===== src/rtl/buffer_2_if.sv =====
// Handshake/data bundle for the radix-2 butterfly stage: two enables and
// three packed complex inputs in, two packed complex results plus a fresh-result flag out.
interface buffer_2_if #(
   parameter int HALF_W = 16
);
   logic                  enable_1;
   logic                  enable_2;
   logic [2*HALF_W-1:0]   data1;
   logic [2*HALF_W-1:0]   data2;
   logic [2*HALF_W-1:0]   w;
   logic [2*HALF_W-1:0]   out1;
   logic [2*HALF_W-1:0]   out2;
   logic                  rdy;

   // Driver side (feeds samples and enables, observes results)
   modport master (
      output enable_1, enable_2, data1, data2, w,
      input  out1, out2, rdy
   );

   // Butterfly side
   modport slave (
      input  enable_1, enable_2, data1, data2, w,
      output out1, out2, rdy
   );
endinterface


===== src/rtl/buffer_2.sv =====
// Two-stage radix-2 DIT butterfly: stage 1 registers A and the complex
// product B*w, stage 2 forms A+B*w and A-B*w. Complex words pack the real part
// in the low half and the imaginary part in the high half, signed fixed point
// with FRAC fractional bits. All arithmetic wraps; nothing saturates.
module buffer_2 #(
   parameter int HALF_W = 16,
   parameter int FRAC   = 8
) (
   input  logic      clk,
   input  logic      rst_n,
   buffer_2_if.slave bus
);
   localparam int CW = 2 * HALF_W;   // packed complex word
   localparam int PW = 2 * HALF_W;   // one partial product
   localparam int SW = PW + 1;       // sum/difference of two partial products

   logic [CW-1:0] a_reg;
   logic [CW-1:0] p_reg;
   logic          valid1_reg;
   logic [CW-1:0] out1_reg;
   logic [CW-1:0] out2_reg;
   logic          rdy_reg;

   logic signed [HALF_W-1:0] b_re, b_im, w_re, w_im;
   logic signed [PW-1:0]     pp_rr, pp_ii, pp_ri, pp_ir;
   logic signed [SW-1:0]     sum_re, sum_im;
   logic [CW-1:0]            p_next;
   logic [CW-1:0]            out1_next;
   logic [CW-1:0]            out2_next;
   logic                     load2;

   assign b_re = bus.data2[HALF_W-1:0];
   assign b_im = bus.data2[CW-1:HALF_W];
   assign w_re = bus.w[HALF_W-1:0];
   assign w_im = bus.w[CW-1:HALF_W];

   // Full-precision partial products; the sign-extending casts keep the
   // multiplies signed at product width.
   assign pp_rr = PW'(b_re) * PW'(w_re);
   assign pp_ii = PW'(b_im) * PW'(w_im);
   assign pp_ri = PW'(b_re) * PW'(w_im);
   assign pp_ir = PW'(b_im) * PW'(w_re);

   // One extra bit so the combination of two full products cannot overflow
   // before rescaling.
   assign sum_re = SW'(pp_rr) - SW'(pp_ii);
   assign sum_im = SW'(pp_ri) + SW'(pp_ir);

   // Drop the fractional bits (floor) and keep the low component width.
   assign p_next = {HALF_W'(sum_im >>> FRAC), HALF_W'(sum_re >>> FRAC)};

   // Componentwise add/subtract for stage 2, one lane per real/imag half.
   generate
      for (genvar gi = 0; gi < 2; gi++) begin : g_lane
         assign out1_next[gi*HALF_W +: HALF_W] =
            a_reg[gi*HALF_W +: HALF_W] + p_reg[gi*HALF_W +: HALF_W];
         assign out2_next[gi*HALF_W +: HALF_W] =
            a_reg[gi*HALF_W +: HALF_W] - p_reg[gi*HALF_W +: HALF_W];
      end
   endgenerate

   // Stage 2 fires only when it has a sample to consume.
   assign load2 = bus.enable_2 & valid1_reg;

   // Stage 1: capture A and the scaled product B*w.
   always_ff @(posedge clk or negedge rst_n) begin
      if (!rst_n) begin
         a_reg <= '0;
         p_reg <= '0;
      end else if (bus.enable_1) begin
         a_reg <= bus.data1;
         p_reg <= p_next;
      end
   end

   // Stage-1 occupancy: set by a load, cleared when stage 2 consumes it
   // without a replacement arriving on the same edge.
   always_ff @(posedge clk or negedge rst_n) begin
      if (!rst_n) begin
         valid1_reg <= 1'b0;
      end else if (bus.enable_1) begin
         valid1_reg <= 1'b1;
      end else if (load2) begin
         valid1_reg <= 1'b0;
      end
   end

   // Stage 2: butterfly sum/difference; rdy marks an update on this edge.
   always_ff @(posedge clk or negedge rst_n) begin
      if (!rst_n) begin
         out1_reg <= '0;
         out2_reg <= '0;
         rdy_reg  <= 1'b0;
      end else begin
         rdy_reg <= load2;
         if (load2) begin
            out1_reg <= out1_next;
            out2_reg <= out2_next;
         end
      end
   end

   assign bus.out1 = out1_reg;
   assign bus.out2 = out2_reg;
   assign bus.rdy  = rdy_reg;
endmodule


===== src/flat_wrapper.sv =====
// flat-port wrapper written by rule: the top's interface ports become plain ports
module buffer_2_flat 
#(
   parameter int HALF_W = 16,
   parameter int FRAC   = 8
)
  (clk, rst_n, bus_enable_1, bus_enable_2, bus_data1, bus_data2, bus_w, bus_out1, bus_out2, bus_rdy);
  buffer_2_if #(.HALF_W(HALF_W)) bus_i ();
  input  logic clk;
  input  logic rst_n;
  input wire logic [$bits(bus_i.enable_1)-1:0] bus_enable_1;
  input wire logic [$bits(bus_i.enable_2)-1:0] bus_enable_2;
  input wire logic [$bits(bus_i.data1)-1:0] bus_data1;
  input wire logic [$bits(bus_i.data2)-1:0] bus_data2;
  input wire logic [$bits(bus_i.w)-1:0] bus_w;
  output wire logic [$bits(bus_i.out1)-1:0] bus_out1;
  output wire logic [$bits(bus_i.out2)-1:0] bus_out2;
  output wire logic [$bits(bus_i.rdy)-1:0] bus_rdy;
  assign bus_i.enable_1 = bus_enable_1;
  assign bus_i.enable_2 = bus_enable_2;
  assign bus_i.data1 = bus_data1;
  assign bus_i.data2 = bus_data2;
  assign bus_i.w = bus_w;
  assign bus_out1 = bus_i.out1;
  assign bus_out2 = bus_i.out2;
  assign bus_rdy = bus_i.rdy;
  buffer_2 #(.HALF_W(HALF_W), .FRAC(FRAC)) u_core (.clk(clk), .rst_n(rst_n), .bus(bus_i));
endmodule

===== config.mk =====
export PLATFORM = sky130hd
export DESIGN_NAME = buffer_2_flat
export DESIGN_NICKNAME = d
export VERILOG_FILES = /design/src/rtl/buffer_2_if.sv /design/src/rtl/buffer_2.sv /design/src/flat_wrapper.sv
export SDC_FILE = /design/constraint.sdc
export NUM_CORES = 2
export LEC_CHECK = 0
export CAP_MARGIN = 15
export CORE_MARGIN = 4
export CORE_UTILIZATION = 40
export CTS_BUF_LIST = sky130_fd_sc_hd__clkbuf_8
export DETAILED_ROUTE_END_ITERATION = 10
export DONT_BUFFER_PORTS = 1
export GPL_TIMING_DRIVEN = 0
export HOLD_SLACK_MARGIN = 0.05
export PLACE_DENSITY = 0.57
export SYNTH_ARGS = -nofsm -noshare
export SYNTH_HDL_FRONTEND = slang
export SYNTH_SLANG_ARGS = --single-unit

===== constraint.sdc =====
create_clock -name clk -period 2.8 [get_ports clk]
set_input_delay 0.42 -clock clk [delete_from_list [all_inputs] [get_ports clk]]
set_output_delay 0.42 -clock clk [all_outputs]
set_load 0.02 [all_outputs]

Word level (Yosys, flattened, before mapping) --
Cells that the tools add are included.
Word-level totals: input bits 100, flip-flop bits (word level) 130, output and inout port bits 65
Cells by class: multipliers 4, bitwise operators 1, $add $sub $neg 6, reduce and logical (&&, ||, !) cells 1, multiplexer cells 2
Operator list (number):
- $mul A16 B16 Y24 | 4
- $add A16 B16 Y16 | 2
- $sub A16 B16 Y16 | 2
- $add A24 B24 Y24 | 1
- $sub A24 B24 Y24 | 1
- $mux W1 | 2
- $reduce_bool A2 Y1 | 1
- $and A1 B1 Y1 | 1

Longest topological paths before layout --
depth in word-level cells 3, mapped depth 28, depth with buffers taken out 27

Least setup slack after synthesis --
Ideal clock, no wire load.
kind input-to-reg, start point input bus_data2[10], end point register u_core.p_reg[14], stages 26, library setup time 0.125 ns, setup slack -4.463 ns, required time 2.675 ns, buffers on the path 2, data arrival time 7.138 ns, cells stage by stage clkbuf_1 -> clkbuf_1 -> nand2_1 -> fa_1 -> inv_1 -> fa_1 -> inv_1 -> fa_1 -> fa_1 -> fa_1 -> inv_1 -> fa_1 -> fa_1 -> inv_1 -> fa_1 -> inv_1 -> ha_1 -> o211ai_2 -> nand2_1 -> a311oi_2 -> a211oi_2 -> o31a_1 -> a21o_1 -> a21oi_2 -> xnor2_1 -> mux2_4
Between the ends: cells in the longest elaborated chain, start to end 2
Ends and longest elaborated chain:
- start: declaration | RTL line flat_wrapper.sv:14 | input wire logic [$bits(bus_i.data2)-1:0] bus_data2;
- $mul A16 B16 Y24 | RTL line buffer_2.sv:39 | assign pp_rr = PW'(b_re) * PW'(w_re);
- $sub A24 B24 Y24 | RTL line buffer_2.sv:46 | assign sum_re = SW'(pp_rr) - SW'(pp_ii);
- end signal: assignment | RTL line buffer_2.sv:72 | p_reg <= p_next;
- end: declaration | RTL line buffer_2.sv:18 | logic [CW-1:0] p_reg;
Every way passes these cells. A chain may end at the register's enable or synchronous reset.

Worst setup path in the final report --
start point input bus_data2[25], end point register u_core.p_reg[31]
Between the ends: cells in the longest elaborated chain, start to end 2
Ends and longest elaborated chain:
- $mul A16 B16 Y24 | RTL line buffer_2.sv:42 | assign pp_ir = PW'(b_im) * PW'(w_re);
- $add A24 B24 Y24 | RTL line buffer_2.sv:47 | assign sum_im = SW'(pp_ri) + SW'(pp_ir);
Every way passes these cells.

==> results.tsv <==
stage	metric	value	unit
cts	Max Root-Sink Buffers	2	
placement	Port Buf Inserts	0	
layout	fraction of layout cells with a size suffix above 1	14.0	%
placement	placed cells	5385	
global_routing	GR Overflow Total	0	
layout	multi-input logic area	31200	um^2
layout	design area	43700	um^2
layout	synthesis-to-finish area growth	15.6	%
cts	Root Buffer	clkbuf_8	
logic_synthesis	top-area cell type share of the netlist area	44.0	%
sta	Clock Skews	0.0218	ns
detailed_routing	Detailed Routing Iterations Pass 1	5	
detailed_routing	Routed Antenna Nets	0	
detailed_routing	Vias	28019	
detailed_routing	wire length per cell	24.2	um
placement	placed instance area	40000	um^2
sta	fmax	0.144	GHz
logic_synthesis	Post-Synthesis Mean Instance Area	9.16	um^2
flow_run	Max-Cap Viols	0	
cts	CTS tree	done	
cts	Sink Count	128	
critical_path	CP max FO	6	
logic_synthesis	Mapped Cells	4128	
cts	TritonCTS buffer count	17	
critical_path	Worst setup EP type	flop	
sta	Tcrit/Tclk final	248	%
sta	RSZ-0062 raised after global routing	true	
cts	H-tree depth	4	
sta	Rel. slew slack	34.3	%
critical_path	CP startpoint kind	input pin	
cts	Worst-path clk slew	0.08	ns
global_routing	number of global-route vias before repair	29630	
logic_synthesis	Mapped Nets	5377	
logic_synthesis	top_reg_cell synth	dfrtp_1	
global_routing	global-route wire length before repair	197000	um
critical_path	CP Data Arrival Time	7.27	ns
critical_path	Worst path max stage delay	0.57	ns
global_routing	Tot GR Track Use	27.5	%
critical_path	Top cell by count, worst path	fa_1	
detailed_routing	first-iteration detailed-routing DRC count	2177	
sta	hold slack	-0.345	ns
detailed_routing	Vias/cell	5.06	
logic_synthesis	Ys Warns	0	
layout	fillcell total	9233	
floorplanning	CORE AREA	93600	um^2
sta	Final WS setup	-4.15	ns
placement	Place WS	-6.08	ns
critical_path	slowest stage cell on the critical path	fa_2	
logic_synthesis	Async S/R FF share, synth	100	%
detailed_routing	DRC errors left	0	
detailed_routing	wirelength, routed	134000	um
sta	worst slew pin tran	0.986	ns
min_path	Hold WC Path Type	input pin to asynchronous set/reset pin	
logic_synthesis	top post-synthesis cells by area	fa_1 (44%), ha_1 (10%), inv_1 (10%), and2_1 (8.5%), dfrtp_1 (8.5%)	
logic_synthesis	synth unique cells	69	
layout	Final nets	5507	
sta	Fin Setup TNS	-109.50	ns
logic_synthesis	dominant cell type by area after synthesis	fa_1	
logic_synthesis	register area share after synthesis	8.47	%
global_routing	pin count of the biggest net entering global routing	129	
layout	FF+latch area	3200	um^2
outcome	violated checks	negative hold slack, negative setup slack	
logic_synthesis	EDFF count, synth	0	
floorplanning	Ports	165	
floorplanning	initial core utilization	40.4	%
cts	Clock Latency Late Sink	0.46	ns
floorplanning	die width	315	um
floorplanning	Die Area	99500	um^2
sta	Setup-failing EPs final	32	
floorplanning	row count	112	
critical_path	Crit Path Category	input pin to flop	
sta	final slew viol count	0	
logic_synthesis	Yosys reg bits	128	
sta	min cycle time layout	6.95	ns
placement	hpwl dp	107000	um
floorplanning	die height	315	um
placement	global placer's final weighted congestion	1.01	
sta	hold violation count in the final report	128	
critical_path	CP Data Required Time	3.13	ns
global_routing	initial antenna violation count	25	
layout	non-filler instance count after layout	5540	
outcome	status	finished with violations	
logic_synthesis	post-synthesis cell area	37800	um^2
## synth_stat cells, drive strengths merged, types with 14 or more instances
library cell  number
and2             517
xor2              37
a31oi             15
a21o              14
nand2b            25
dfrtp            128
nor3              22
fa               832
nand2            454
xnor2            129
a21oi             55
o21ai             95
ha               317
nor2              71
mux2              32
inv             1045
clkbuf           201
## kinds of logic (layout without fill, tap and decap cells)
logic type      after synthesis  count (layout)  synth area share (%)
fa+ha+maj                  1149            1149                  54.5
compound gates              241             241                  4.00
buf+inv                    1252            1395                  12.5
other cells                   0              15                     0
flops                       128             128                  8.47
mux                          37              37                  1.10
simple gates               1155            1155                  15.6
xor+xnor                    166             166                  3.84
## area by class of cell
class,instances,area share [%]
Multi-Input combinational cell,2748,71.5
Inverter,1046,9.00
Sequential cell,128,7.33
Buffer,204,5.16
Tap cell,1254,3.59
Timing Repair Buffer,113,2.42
Clock buffer,18,0.567
Clock inverter,14,0.407
Antenna cell,15,0.0859
## final timing paths
path,cells past startpoint,end,start,slack (ns)
setup / recovery,25,u_core.p_reg[31],bus_data2[25],-4.15
hold / removal,0,u_core.bus.out1[19],rst_n,-0.35
setup reg to reg,12,u_core.bus.out1[14],u_core.p_reg[0],0.08
hold reg to reg,1,u_core.valid1_reg,u_core.valid1_reg,0.48
max in group asynchronous,0,u_core.a_reg[14],rst_n,2.90
min in group clk,2,u_core.a_reg[0],bus_data1[0],0.09
## worst max-delay path: cells and delay by family
family	cells	cell delay [ns]
mux	1	0.30
simple gates	4	0.60
xor+xnor	1	0.19
fa+ha+maj	9	4.34
compound gates	3	0.80
buf+inv	7	0.61
## cell usage in the layout (no fill, tap or decap), drive strengths merged, types with 32 or more instances in the layout
| master | instances |
|---|---|
| a21oi | 55 |
| and2 | 517 |
| buf | 155 |
| clkbuf | 180 |
| dfrtp | 128 |
| fa | 832 |
| ha | 317 |
| inv | 1049 |
| mux2 | 32 |
| nand2 | 454 |
| nor2 | 71 |
| o21ai | 95 |
| xnor2 | 129 |
| xor2 | 37 |
## through the flow
| stage | utilization (%) | hold slack, ns |
|---|---|---|
| 2_1_floorplan | - | 0.124 |
| 3_3_place_gp | 42.6 | 0.128 |
| 3_5_place_dp | 42.7 | 0.127 |
| 4_1_cts | 45.5 | -0.387 |
| 5_1_grt | 46.7 | -0.395 |
| 6_report | 46.7 | -0.345 |
## what timing repair did
item,4_1_cts,5_1_grt
resized for setup,423,194
endpoints found under the setup margin,39,46
cloned,2,3
hold endpoints to repair,128,128
setup buffers,52,54
pin swaps,102,151
## metal layers
layer,up-vias,global-route usage [%],part of all wire [%]
li1,12225,-,-
met2,1236,44.5,45
met5,-,0,0.029
met4,6,9.46,5.0
met1,14311,36.5,40
met3,241,6.16,9.7
Power is left out: the tool's default activity adds up to more than one toggle a clock period on the data nets, which glitch-free logic cannot reach.
